## config.mk

```make
export PLATFORM = sky130hd
export DESIGN_NAME = pipe_skid_reg
export DESIGN_NICKNAME = d
export VERILOG_FILES = /design/src/rtl/pipe_skid_reg.sv
export SDC_FILE = /design/constraint.sdc
export NUM_CORES = 1
export LEC_CHECK = 0
export BUFFER_PORTS_ARGS = -buffer_cell sky130_fd_sc_hd__clkbuf_2
export CAP_MARGIN = 20
export CORE_UTILIZATION = 23
export DETAILED_ROUTE_END_ITERATION = 6
export GPL_TIMING_DRIVEN = 0
export PLACE_DENSITY = 0.48
export SKIP_CTS_REPAIR_TIMING = 1
export SLEW_MARGIN = 20
export SYNTH_ARGS = -nofsm -noshare
export SYNTH_HDL_FRONTEND = slang
export SYNTH_SLANG_ARGS = --single-unit
```

## constraint.sdc

```tcl
create_clock -name clk -period 1.3 [get_ports clk]
set_input_delay 0.26 -clock clk [delete_from_list [all_inputs] [get_ports clk]]
set_output_delay 0.26 -clock clk [all_outputs]
set_load 0.01 [all_outputs]
```

## src/rtl/pipe_skid_reg.sv

```systemverilog
// Elastic valid/ready pipeline register with a skid buffer: full throughput,
// and the upstream ready is decoded from registered state only.
module pipe_skid_reg #(
    parameter int unsigned DWIDTH = 32
) (
    input  logic              clk,
    input  logic              rst,
    input  logic              in_valid_i,
    output logic              in_ready_o,
    input  logic [DWIDTH-1:0] in_data_i,
    output logic              out_valid_o,
    input  logic              out_ready_i,
    output logic [DWIDTH-1:0] out_data_o,
    input  logic              flush_i,
    output logic [1:0]        count_o
);

    localparam logic [1:0] EMPTY = 2'd0;
    localparam logic [1:0] ONE   = 2'd1;
    localparam logic [1:0] FULL  = 2'd2;

    logic [1:0]        state;
    logic [1:0]        state_next;
    logic [DWIDTH-1:0] main;
    logic [DWIDTH-1:0] main_next;
    logic [DWIDTH-1:0] skid;
    logic [DWIDTH-1:0] skid_next;
    logic              accept;
    logic              fire;

    assign in_ready_o  = (state != FULL);
    assign out_valid_o = (state != EMPTY);
    assign out_data_o  = main;
    assign accept      = in_valid_i & in_ready_o;
    assign fire        = out_valid_o & out_ready_i;

    always_comb begin
        count_o = 2'd0;
        case (state)
            ONE:     count_o = 2'd1;
            FULL:    count_o = 2'd2;
            default: count_o = 2'd0;
        endcase
    end

    always_comb begin
        state_next = state;
        main_next  = main;
        skid_next  = skid;
        case (state)
            EMPTY: begin
                if (accept) begin
                    state_next = ONE;
                    main_next  = in_data_i;
                end
            end
            ONE: begin
                if (accept && fire) begin
                    main_next = in_data_i;
                end else if (accept) begin
                    state_next = FULL;
                    skid_next  = in_data_i;
                end else if (fire) begin
                    state_next = EMPTY;
                end
            end
            FULL: begin
                if (fire) begin
                    state_next = ONE;
                    main_next  = skid;
                end
            end
            default: begin
                // unreachable encoding recovers to a clean empty state
                state_next = EMPTY;
                main_next  = '0;
                skid_next  = '0;
            end
        endcase
        if (flush_i) begin
            state_next = EMPTY;
            main_next  = '0;
            skid_next  = '0;
        end
    end

    always_ff @(posedge clk) begin
        if (rst) begin
            state <= EMPTY;
            main  <= '0;
            skid  <= '0;
        end else begin
            state <= state_next;
            main  <= main_next;
            skid  <= skid_next;
        end
    end

endmodule

```

Word-level counts from Yosys, hierarchy flattened
Index checks and enable logic that the tools add are counted.
{ "word_totals": {"in_bits": 37, "out_inout_bits": 36, "reg_bits": 66} }
{ "op_classes": {"n_bitwise": 3, "n_eq_ne": 9, "reduce_logical": 8, "muxes": 13} }
{ "op_table": {"columns": ["operator", "n"], "rows": [
  ["two-way mux 32 bit", 4],
  ["case mux 32 bit (3 select lines)", 1],
  ["case mux 32 bit (2 select lines)", 1],
  ["!= test 2 bit, second input constant", 6],
  ["two-way mux 2 bit", 5],
  ["case mux 2 bit (3 select lines)", 1],
  ["AND reduction 3 bit", 2],
  ["case mux 2 bit (2 select lines)", 1],
  ["AND reduction 4 bit", 1],
  ["OR reduction 2 bit", 2],
  ["!= test 3 bit, second input constant", 1],
  ["AND 1 bit", 2],
  ["equality test 2 x 1 -> 1 bit, second input constant", 1],
  ["equality test 2 bit, second input constant", 1],
  ["logical NOT 2 bit", 1],
  ["nonzero test 2 bit", 1],
  ["logical AND 1 bit", 1],
  ["NOT 1 bit", 1]
]} }

Depth between registers and ports, before layout
Gate-level depths: netlist of run 1.
{ "depth": {"depth_word": 6, "mapped_depth": 7, "ltp_nobuf": 4} }

Least setup slack after synthesis of run 1
OpenSTA, ideal clock, no wires.
{ "synth_path": {"kind": "register to register", "startpoint": "register state[1]", "endpoint": "register main[10] (netlist: out_data_o[10])", "setup_time_ps": 147, "required_ps": 1153, "path_stages_with_launch": 8, "slack_ps": -82, "path_buffers": 3, "arrival_ps": 1235, "cell_sequence": "dfxtp_1 buf_6 nand2b_1 or2_1 buf_2 buf_6 o221ai_2 a221oi_2"} }
{ "synth_via": {"elab_chain_cells": 5, "word_cells_on_any_way": 13, "cone_classes": "eq/ne: 6; mux: 1; bitwise: 2; reduce/logical: 4"} }
{ "synth_lines": {"columns": ["element", "line_no", "text"], "rows": [
  ["start, declared", "22", "logic [1:0] state;"],
  ["start signal, assigned", "93", "state <= state_next;"],
  ["!= test 2 bit / nonzero test 2 bit (equally long branches)", "31, 32", null],
  ["AND 1 bit (on tied branches)", "34, 35", null],
  ["logical AND 1 bit", "58", "if (accept && fire) begin"],
  ["!= test 2 bit (no source line)", null, null],
  ["AND reduction 3 bit (no source line)", null, null],
  ["end signal, assigned", "94", "main <= main_next;"],
  ["end, declared", "24", "logic [DWIDTH-1:0] main;"]
]} }
Parallel ways exist; a longest one is shown, timed or not.
A chain may end at the register's enable or synchronous reset.

Final worst setup path of run 1
{ "layout_path": {"startpoint": "register state[1]", "endpoint": "output out_valid_o"} }
{ "layout_via": {"elab_chain_cells": 1} }
{ "layout_lines": {"columns": ["element", "line_no", "text"], "rows": [
  ["nonzero test 2 bit", "32", "assign out_valid_o = (state != EMPTY);"],
  ["end, declared", "11", "output logic out_valid_o,"]
]} }
Every way passes these cells.

==> summary.md, run 1 <==
| Metric | Value |
|---|---|
| Switching Fraction | about a quarter |
| Clk buf depth | 2 |
| Worst-Margin Slew | 561 ps |
| Data required time of the critical path | about 1000 ps |
| Core area | between 10000 and 15000 µm² |
| Reg area | between 1000 and 1500 µm² |
| Leakage | 1.69 nW |
| Placed cell areas | approximately 4100 µm² |
| DRT antenna net count | 0 |
| Hold path depth | 3 |
| Final setup fails | 66 |
| Most frequent cells after synthesis | 66 x dfxtp_1, 35 x nand2_1, 34 x a21oi_1, 33 x inv_1 |
| Die H | ~130 µm |
| Fin. Hold Viols | 0 |
| Nets@finish | 483 |
| Htree depth | 3 |
| Max-slew violation count | 0 |
| Synth Area in XOR/XNOR | 0% |
| Yosys cell types | 26 |
| Initial DRC count | roughly 140 |
| Clock network fraction of total power | a little under half |
| Final GP Congestion | approximately 0.73 |
| Unrepaired setup endpoints after global routing | true |
| Worst Hold Class | primary input to flop |
| Post-layout worst setup margin | -301 ps |
| All-Layer GR Usage | between 10% and 20% |
| Reg2reg path depth | 7 |
| Critical path peak fanout | 6 |
| Top-count cell post-synth | dfxtp_1 |
| Clock Skew | between 9 and 10 ps |
| Initial antenna violation count | 0 |
| Critical path type | flop to output pin |
| Largest net degree at the start of global routing | 12 |
| Final wirelength | around 11000 µm |
| Area contributors post-synth | dfxtp_1 38%, a221oi_2 13%, o221ai_2 13% |
| CTS Buf Count | 9 |
| Tot Pwr | 5.47 mW |
| Crit end category | output pin |
| Status | complete, but fails checks |
| Mean number of vias per cell | between 4 and 5 |
| Via count of the routed design | roughly 3000 |
| Share of layout cells above drive strength 1 | between 40% and 50% |
| CP arrival | around 1300 ps |
| Multi-input gate area | roughly 2200 µm² |
| First-pass GRT wire length | between 15000 and 20000 µm |
| Die W | ~130 µm |
| Cell-internal power | about 4.0 mW |
| Slowest stage delay, CP | 320 ps |
| Boundary Pins | 73 |
| DP HPWL | just over 7000 µm |
| Synthesized Nets | slightly below 400 |
| DRC Markers | 2 |
| P_sw | approximately 1.4 mW |
| Number of max-cap violations | 0 |
| Largest family of logic cells by synthesized area | compound AO/OA/AOI/OAI gates |
| Final min period | about 1600 ps |
| Yosys warnings | 0 |
| Grt total ovfl | 0 |
| Violated checks | DRC, setup timing |
| Part of the power in registers | slightly below 40% |
| Row count | 44 |
| Simple-Gate Fraction of Synth Area | between 10% and 20% |
| Total clock sinks | 66 |
| Sequential fraction of the synthesis area | between 30% and 40% |
| Synth Area in Compound Gates | between 30% and 40% |
| Die ar. | between 15000 and 20000 µm² |
| Crit start category | flop |
| Syn avg cell area | approximately 9.9 µm² |
| Primary FF master, synth | dfxtp_1 |
| Fin area | between 5000 and 6000 µm² |
| Synth Area in Adders | 0% |
| 1st-pass router iterations | 7 |
| PD cells | around 1100 nW/µm² |
| FFs w/ async S/R, synth | 0% |
| Critical path cell sequence | buf_6 > buf_8 > buf_8 > or2_4 > buf_6 |
| Post-Synthesis Cell Area | approximately 3500 µm² |
| EDFF count, synth | 0 |
| Final worst-path cycle share | 123% |
| FILL cells | between 1500 and 2000 |
| PortBufs | 72 |
| Initial core utilization | about a quarter |
| Synth area leader | dfxtp_1 |
| Syn Inst Count | between 300 and 400 |
| Area grow syn2layout | 44.1% |
| Slew HR | 62.6% |
| Worst-skew pair later-pin latency | ~330 ps |
| Critical Path Slowest Stage Cell | dfxtp_2 |
| Diodes inserted | 0 |
| Routed len/inst | roughly 17 µm |
| Peak VDD IR | 0.000557 V |
| Vias in the first global route | 3092 |
| Share of the synthesized area in the top cell type | 37.9% |
| #FFs+latches synth | 66 |
| Comb pwr share | about 15% |
| Clk slew on worst S/H paths | ~60 ps |
| CTS tree | done |
| Clk root buf | clkbuf_16 |
| Utilization after layout | between 30% and 40% |
| Peak Freq | approximately 620 MHz |
| Post-synthesis mux area share | 0% |
==> state kept, by name, summed over array words and instances, names as in the netlist <==
register    count
state           2
skid           32
out_data_o     32
==> layout make-up <==
class | instances | area share, %
clock buffers | 12 | 5.11
inverters | 34 | 2.54
repair buffers | 84 | 10.5
well taps | 184 | 4.59
flip-flops and latches | 66 | 26.4
clock inverters | 4 | 0.997
plain buffers | 38 | 6.58
multi-input cells | 213 | 43.3
==> per-stage QoR <==
step	hold slack, ps	instances	worst slack (ps)	TNS (ps)
4_1_cts	208	623	-850	-18370
3_5_place_dp	454	607	-497	-17260
6_report	233	635	-301	-7340
2_1_floorplan	333	351	-63.1	-1870
3_3_place_gp	440	607	-468	-16890
5_1_grt	240	635	-332	-12700
==> power groups by stage <==
stage	Clock (mW)	Combinational, mW	Sequential (mW)
2_1_floorplan	0	0.389	2.18
3_3_place_gp	0	0.662	2.16
3_5_place_dp	0	0.668	2.16
4_1_cts	2.56	0.671	2.11
5_1_grt	2.64	0.906	2.12
6_report	2.52	0.839	2.11
==> cells by family after synthesis <==
family	after synthesis
buf+inv	72
simple gates	78
compound gates	135
flops	66
==> cell usage in the layout (no fill, tap or decap), types with 3 or more instances in the layout <==
cell type / count
a21oi_1: 34
a221oi_2: 30
buf_12: 5
buf_2: 8
buf_4: 9
buf_6: 9
buf_8: 4
clkbuf_1: 9
clkbuf_16: 12
clkbuf_2: 74
dfxtp_1: 64
inv_1: 32
nand2_1: 34
nand3b_1: 32
nor2_1: 3
o21bai_1: 32
o221ai_2: 5
o221ai_4: 26
==> final timing paths <==
path                               from                     endpoint  slack [ps]
max               state[1]$_SDFFE_PP0P_                  out_valid_o        -300
min reg2reg  out_data_o[4]$_SDFFE_PP0P_   out_data_o[4]$_SDFFE_PP0P_         460
min                       in_data_i[28]        skid[28]$_SDFFE_PP0P_         230
max reg2reg       state[1]$_SDFFE_PP0P_  out_data_o[20]$_SDFFE_PP0P_        -190
==> critical path: cells and delay by family, from the launching register on <==
family,cells,cell delay [ps]
flip-flops,1,320
buffers and inverters,4,470
AND/OR/NAND/NOR,1,220
==> per-layer routing <==
metal | vias up | part of all wire (%) | track usage [%]
met5 | - | 0 | 0
met4 | 0 | 0.53 | 4.45
met3 | 4 | 4.1 | 3.29
met2 | 67 | 49 | 21.5
met1 | 1469 | 47 | 17.9
li1 | 1505 | - | -
No activity file was read; power rests on OpenSTA's default activity.
==> run 2: changes to the inputs <==
--- a/config.mk
+++ b/config.mk
@@ -8,6 +8,7 @@
 export BUFFER_PORTS_ARGS = -buffer_cell sky130_fd_sc_hd__clkbuf_2
 export CAP_MARGIN = 20
 export CORE_UTILIZATION = 23
+export CTS_BUF_LIST = sky130_fd_sc_hd__clkbuf_8
 export DETAILED_ROUTE_END_ITERATION = 6
 export GPL_TIMING_DRIVEN = 0
 export PLACE_DENSITY = 0.48
==> run 2 against run 1 <==
  * Non-clock buffer count unchanged
  * Combinational power about the same
  * Power decreased by 13%
  * Core utilization decreased by 0.73 points
  * Clock-buffer cell count decreased by 1
  * Clock power decreased by 27%
  * Sequential power about the same
  * Via count decreased by 0.66%
  * Critical path depth unchanged
  * The run still ends with DRC, setup timing left
  * Sequential share of layout area increased by 0.58 points
  * Die area unchanged
  * Highest routed layer unchanged
  * Worst setup slack got worse by 27 ps
==> summary.md, run 2 (synthesis gave the netlist of run 1 again) <==
| Metric | Value |
|---|---|
| Peak Freq | 614 MHz (-1.7%) |
| Final worst-path cycle share | 125% (+2.1 points) |
| Comb pwr share | 17.5% (+2.2 points) |
| Core area | 14600 µm² (unchanged) |
| Crit end category | output pin |
| Part of the power in registers | 44.2% (+5.5 points) |
| Tot Pwr | 4.78 mW (-13%) |
| Critical path cell sequence | buf_6 > buf_8 > buf_8 > or2_4 > buf_6 |
| Clk slew on worst S/H paths | 80 ps (+20 ps) |
| First-pass GRT wire length | 16500 µm (-0.21%) |
| Worst-skew pair later-pin latency | 350 ps (+20 ps) |
| Routed len/inst | 16.8 µm (-1.5%) |
| Total clock sinks | 66 (unchanged) |
| Commonest non-fill, non-tap cell in the layout | clkbuf_2 |
| Mean number of vias per cell | 4.76 (-0.66%) |
| Status | complete, but fails checks |
| Leakage | 1.66 nW (-2.1%) |
| Htree depth | 3 (unchanged) |
| Grt total ovfl | 0 (unchanged) |
| Crit start category | flop |
| Vias in the first global route | 3096 (+0.13%) |
| Switching Fraction | 28.6% (+2.2 points) |
| Area grow syn2layout | 41.0% |
| Slowest stage delay, CP | 330 ps (about the same) |
| CTS tree | done |
| PortBufs | 72 (unchanged) |
| Cell-internal power | 3.41 mW (-15%) |
| DRC Markers | 2 (unchanged) |
| CP arrival | 1370 ps (+30 ps) |
| 1st-pass router iterations | 7 (unchanged) |
| DRT antenna net count | 0 (unchanged) |
| CTS Buf Count | 9 (unchanged) |
| Most frequent cells in the layout | 74 x clkbuf_2, 64 x dfxtp_1, 34 x nand2_1, 34 x a21oi_1, 33 x inv_1 |
| Initial core utilization | 23.8% (unchanged) |
| Final wirelength | 10700 µm (-1.5%) |
| Nets@finish | 483 (unchanged) |
| Violated checks | DRC, setup timing |
| Worst Hold Class | primary input to flop |
| Initial DRC count | 149 (+3.5%) |
| Clk buf depth | 2 (unchanged) |
| FILL cells | 1524 (+0.46%) |
| Diodes inserted | 0 (unchanged) |
| Slew HR | 64.8% (+2.2 points) |
| P_sw | 1.37 mW (-5.4%) |
| Clk root buf | clkbuf_8 |
| Number of max-cap violations | 0 (unchanged) |
| Final min period | 1630 ps (+26.9 ps) |
| Critical path type | flop to output pin |
| Post-place setup slack | -497 ps (unchanged) |
| Fin. Hold Viols | 0 (unchanged) |
| Final GP Congestion | 0.731 (unchanged) |
| Critical Path Slowest Stage Cell | dfxtp_2 |
| Data required time of the critical path | 1040 ps (about the same) |
| Via count of the routed design | 3025 (-0.66%) |
| Setup TNS | -7570 ps (-231 ps) |
| Worst-Margin Slew | 528 ps (-32.8 ps) |
| Peak VDD IR | 0.000360 V (-35%) |
| Max-slew violation count | 0 (unchanged) |
| DP HPWL | 7130 µm (unchanged) |
| All-Layer GR Usage | 13.5% (unchanged) |
| Minimum hold slack | 204 ps (-29.3 ps) |
| Die W | 125 µm (unchanged) |
| Clock Skew | 10.8 ps (+1.16 ps) |
| Share of layout cells above drive strength 1 | 45.0% (unchanged) |
| Final setup fails | 66 (unchanged) |
| Unrepaired setup endpoints after global routing | true |
| Critical path peak fanout | 6 (unchanged) |
| Die H | 125 µm (unchanged) |
| Non-Filler Instances | 635 (unchanged) |
| Initial antenna violation count | 0 (unchanged) |
| Post-layout worst setup margin | -328 ps (-26.9 ps) |
| Die ar. | 15600 µm² (unchanged) |
| Row count | 44 (unchanged) |
| Clock network fraction of total power | 38.4% (-7.6 points) |
| Largest net degree at the start of global routing | 12 (unchanged) |
| Number of cells after detailed placement | 607 (unchanged) |
| Boundary Pins | 73 (unchanged) |
| PD cells | 973 nW/µm² (-11%) |
-- run 2: through the flow --
step	utilization (%)	instance area (µm²)
finish	33.5	4910
global route	33.5	4910
CTS	29.4	4300
detailed placement	28.0	4100
global placement	28.0	4100
floorplan	-	3510
-- run 2: metal layers --
layer	global-route usage (%)	share of wire, %
met1	17.8	49
met2	21.6	47
met3	3.42	3.8
met4	4.38	0.85
met5	0	0
-- run 2: power by group through the flow --
stage / combinational, mW / clock, mW / sequential [mW]
after CTS: 0.671 / 1.89 / 2.11
after global placement: 0.662 / 0 / 2.16
final: 0.836 / 1.83 / 2.11
after detailed placement: 0.668 / 0 / 2.16
after global routing: 0.903 / 1.96 / 2.12
after floorplan: 0.389 / 0 / 2.18
-- run 2: cell type report --
cell class                 count  area (µm²)  area share [%]
tap                          184         230            4.69
buffer                        38         333            6.78
multi-input combinational    213        2160            44.1
sequential                    66        1330            27.0
clock buffer                  11         151            3.08
timing repair buffer          84         526            10.7
clock inverter                 5        53.8            1.10
inverter                      34         128            2.60
-- run 2: critical path: cells and delay by family, from the launching register on --
kind | cells | cell delay (ps)
flip-flops | 1 | 330
AND/OR/NAND/NOR | 1 | 220
buffers and inverters | 4 | 470
-- run 2: worst paths after layout --
path                               from                          end  slack, ps  cells past startpoint
max               state[1]$_SDFFE_PP0P_                  out_valid_o       -330                      5
min                       in_data_i[28]        skid[28]$_SDFFE_PP0P_        200                      3
max reg2reg       state[1]$_SDFFE_PP0P_  out_data_o[20]$_SDFFE_PP0P_       -190                      7
min reg2reg  out_data_o[4]$_SDFFE_PP0P_   out_data_o[4]$_SDFFE_PP0P_        460                      2
==> run 3: changes to the inputs <==
--- a/config.mk
+++ b/config.mk
@@ -5,6 +5,7 @@
 export SDC_FILE = /design/constraint.sdc
 export NUM_CORES = 1
 export LEC_CHECK = 0
+export ABC_AREA = 1
 export BUFFER_PORTS_ARGS = -buffer_cell sky130_fd_sc_hd__clkbuf_2
 export CAP_MARGIN = 20
 export CORE_UTILIZATION = 23
==> run 3 against run 2 <==
  * The flow finishes with violations (setup timing)
  * Sequential cell count did not move
  * Critical endpoint is now count_o[1]
  * Via count is 5.1% higher
  * Global-route usage fell by 0.25 points
  * Fmax rose by 14%
  * Worst hold slack got worse by 44 ps
  * Clock power is 16% lower
==> summary.md, run 3 <==
| Metric | Value |
|---|---|
| Critical Path End | count_o[1] |
| Synth area leader | dfxtp_1 |
| Boundary Pins | 73 (unchanged) |
| Initial antenna violation count | 0 (unchanged) |
| Synthesized Nets | 547 (+41%) |
| Final wirelength | 9350 µm (-13%) |
| Top-count cell post-synth | nand2_1 |
| First-pass GRT wire length | 14600 µm (-12%) |
| Critical path cell sequence | inv_4 > nand2_8 > buf_8 > inv_2 > buf_6 |
| Most frequent cells in the layout | 152 x nand2_1, 105 x nor2_1, 81 x inv_1, 74 x clkbuf_2, 64 x dfxtp_1 |
| Reg2Reg Launch Point | state[1]$_SDFFE_PP0P_ |
| All-Layer GR Usage | 13.3% (-0.25 points) |
| Yosys warnings | 0 (unchanged) |
| Critical path peak fanout | 6 (unchanged) |
| Die ar. | 14400 µm² (-8.0%) |
| Via count of the routed design | 3178 (+5.1%) |
| Leakage | 2.11 nW (+28%) |
| Clk slew on worst S/H paths | 70 ps (about the same) |
| Switching Fraction | 28.6% (about the same) |
| Clock Skew | 8.46 ps (-2.35 ps) |
| Cell-internal power | 3.08 mW (-9.9%) |
| Syn Inst Count | 510 (+45%) |
| Peak VDD IR | 0.000313 V (-13%) |
| Most frequent cells after synthesis | 154 x nand2_1, 106 x nor2_1, 82 x inv_1, 66 x dfxtp_1, 29 x o21ai_0 |
| Worst-skew pair later-pin latency | 350 ps (about the same) |
| Initial core utilization | 23.9% (+0.088 points) |
| Worst Hold Class | primary input to flop |
| Non-Filler Instances | 783 (+23%) |
| Total clock sinks | 66 (unchanged) |
| Routed len/inst | 11.9 µm (-29%) |
| Sequential fraction of the synthesis area | 41.3% (+3.4 points) |
| Final min period | 1430 ps (-202 ps) |
| Peak Freq | 702 MHz (+14%) |
| 1st-pass router iterations | 4 (-3) |
| Die W | 120 µm (-4.1%) |
| EDFF count, synth | 0 (unchanged) |
| Grt total ovfl | 0 (unchanged) |
| Post-layout worst setup margin | -125 ps (+202 ps) |
| Slowest stage delay, CP | 380 ps (+50 ps) |
| PortBufs | 72 (unchanged) |
| Nets@finish | 639 (+32%) |
| FFs w/ async S/R, synth | 0% (unchanged) |
| Initial DRC count | 146 (-2.0%) |
| Htree depth | 3 (unchanged) |
| Die H | 120 µm (-4.1%) |
| Share of the synthesized area in the top cell type | 41.3% (+3.4 points) |
| Commonest non-fill, non-tap cell in the layout | nand2_1 |
| Max-slew violation count | 0 (unchanged) |
| Critical Path Slowest Stage Cell | dfxtp_4 |
| Final GP Congestion | 0.734 (+0.45%) |
| Violated checks | setup timing |
| Crit end category | output pin |
| Worst r2r dst | out_data_o[17]$_SDFFE_PP0P_ |
| Part of the power in registers | 49.3% (+5.1 points) |
| Crit start category | flop |
| Mean number of vias per cell | 4.06 (-15%) |
| Status | complete, but fails checks |
| Fin. Hold Viols | 0 (unchanged) |
| Unrepaired setup endpoints after global routing | true |
| Number of cells after detailed placement | 758 (+25%) |
| Syn avg cell area | 6.27 µm² (-37%) |
| PD cells | 1040 nW/µm² (+6.7%) |
| DRT antenna net count | 0 (unchanged) |
| Area contributors post-synth | dfxtp_1 41%, nand2_1 18%, nor2_1 12% |
| Share of layout cells above drive strength 1 | 22.9% (-22 points) |
| Vias in the first global route | 2889 (-6.7%) |
| Reg2reg path depth | 7 (unchanged) |
| DP HPWL | 6560 µm (-8.0%) |
| CP arrival | 1170 ps (-200 ps) |
| Largest net degree at the start of global routing | 12 (unchanged) |
| Clk buf depth | 2 (unchanged) |
| Final worst-path cycle share | 110% (-16 points) |
| Number of max-cap violations | 0 (unchanged) |
| CP Launch Point | state[0]$_SDFFE_PP0P_ |
| P_sw | 1.23 mW (-9.9%) |
| DRC Markers | 0 (-2) |
| Yosys cell types | 17 (-35%) |
| Slew HR | 64.7% (-0.082 points) |
| Diodes inserted | 0 (unchanged) |
| Tot Pwr | 4.31 mW (-9.9%) |
| Critical path type | flop to output pin |
| #FFs+latches synth | 66 (unchanged) |
| Post-Synthesis Cell Area | 3200 µm² (-8.2%) |
| Core area | 13400 µm² (-8.5%) |
| Area grow syn2layout | 29.6% |
| Data required time of the critical path | 1040 ps (about the same) |
| Worst-Margin Slew | 529 ps (+1.23 ps) |
| Worst R2R Setup Slack | -90 ps (+100 ps) |
| Primary FF master, synth | dfxtp_1 |
| Comb pwr share | 15.1% (-2.4 points) |
| Final setup fails | 41 (-38%) |
| Row count | 42 (-4.5%) |
| CTS tree | done |
| Clock network fraction of total power | 35.5% (-2.9 points) |
| CTS Buf Count | 9 (unchanged) |
| FILL cells | 1527 (+0.20%) |
| Clk root buf | clkbuf_8 |
[run 3: cell count changes after synthesis, sizes merged, moves of 32 or more]
cell    before  now
a221oi      32    0
inv         34   83
nand2       35  154
nand3b      32    0
nor2         3  106
o21bai      32    0
o221ai      32    0
[run 3: how the worst min path moves through the flow]
stage | start | endpoint | slack [ps] | depth (start not counted)
finish | in_data_i[15] | skid[15]$_SDFFE_PP0P_ | 160 | 3
floorplan | in_valid_i | state[1]$_SDFFE_PP0P_ | 400 | 2
CTS | in_data_i[4] | skid[4]$_SDFFE_PP0P_ | 150 | 3
global placement | skid[13]$_SDFFE_PP0P_ | skid[13]$_SDFFE_PP0P_ | 500 | 4
detailed placement | out_data_o[5]$_SDFFE_PP0P_ | out_data_o[5]$_SDFFE_PP0P_ | 500 | 4
global route | in_data_i[15] | skid[15]$_SDFFE_PP0P_ | 160 | 3
[run 3: area by class of cell]
type,count,area [µm²],share of cell area [%]
Inverter,83,317,7.63
Clock inverter,6,33.8,0.815
Sequential cell,66,1330,32.0
Tap cell,176,220,5.31
Multi-Input combinational cell,331,1430,34.6
Clock buffer,10,138,3.32
Buffer,30,241,5.82
Timing Repair Buffer,81,438,10.6
[run 3: stage by stage]
stage | hold WS [ps] | setup TNS (ps) | area, µm² | setup WS, ps | utilization (%)
after floorplan | 399 | 0 | 3200 | 124 | -
after CTS | 147 | -8760 | 3950 | -609 | 29.5
after global placement | 503 | -9030 | 3780 | -258 | 28.2
after global routing | 165 | -7660 | 4150 | -185 | 30.9
after detailed placement | 501 | -10530 | 3780 | -300 | 28.2
final | 160 | -2280 | 4150 | -125 | 30.9
[run 3: layer usage]
layer,GRT usage [%],wire length (µm),vias up
li1,-,-,1695
met4,5.16,154,0
met1,16.8,4320,1399
met3,2.99,433,14
met2,21.8,4440,70
met5,0,0,-
[run 3: worst max-delay path: cells and delay by family (launching register included)]
kind,cells,cell delay [ps]
flops,1,380
simple gates,1,70
buf+inv,4,370
[run 3: cells by family after synthesis]
family	synth area share (%)
simple gates	32.2
buf+inv	16.0
flops	41.3
compound gates	10.5
[run 3: power by group through the flow]
stage,Clock [mW],Sequential [mW],Combinational [mW]
floorplan,0,2.19,0.361
global placement,0,2.17,0.616
detailed placement,0,2.17,0.620
CTS,1.59,2.13,0.623
global route,1.67,2.13,0.745
finish,1.53,2.12,0.652
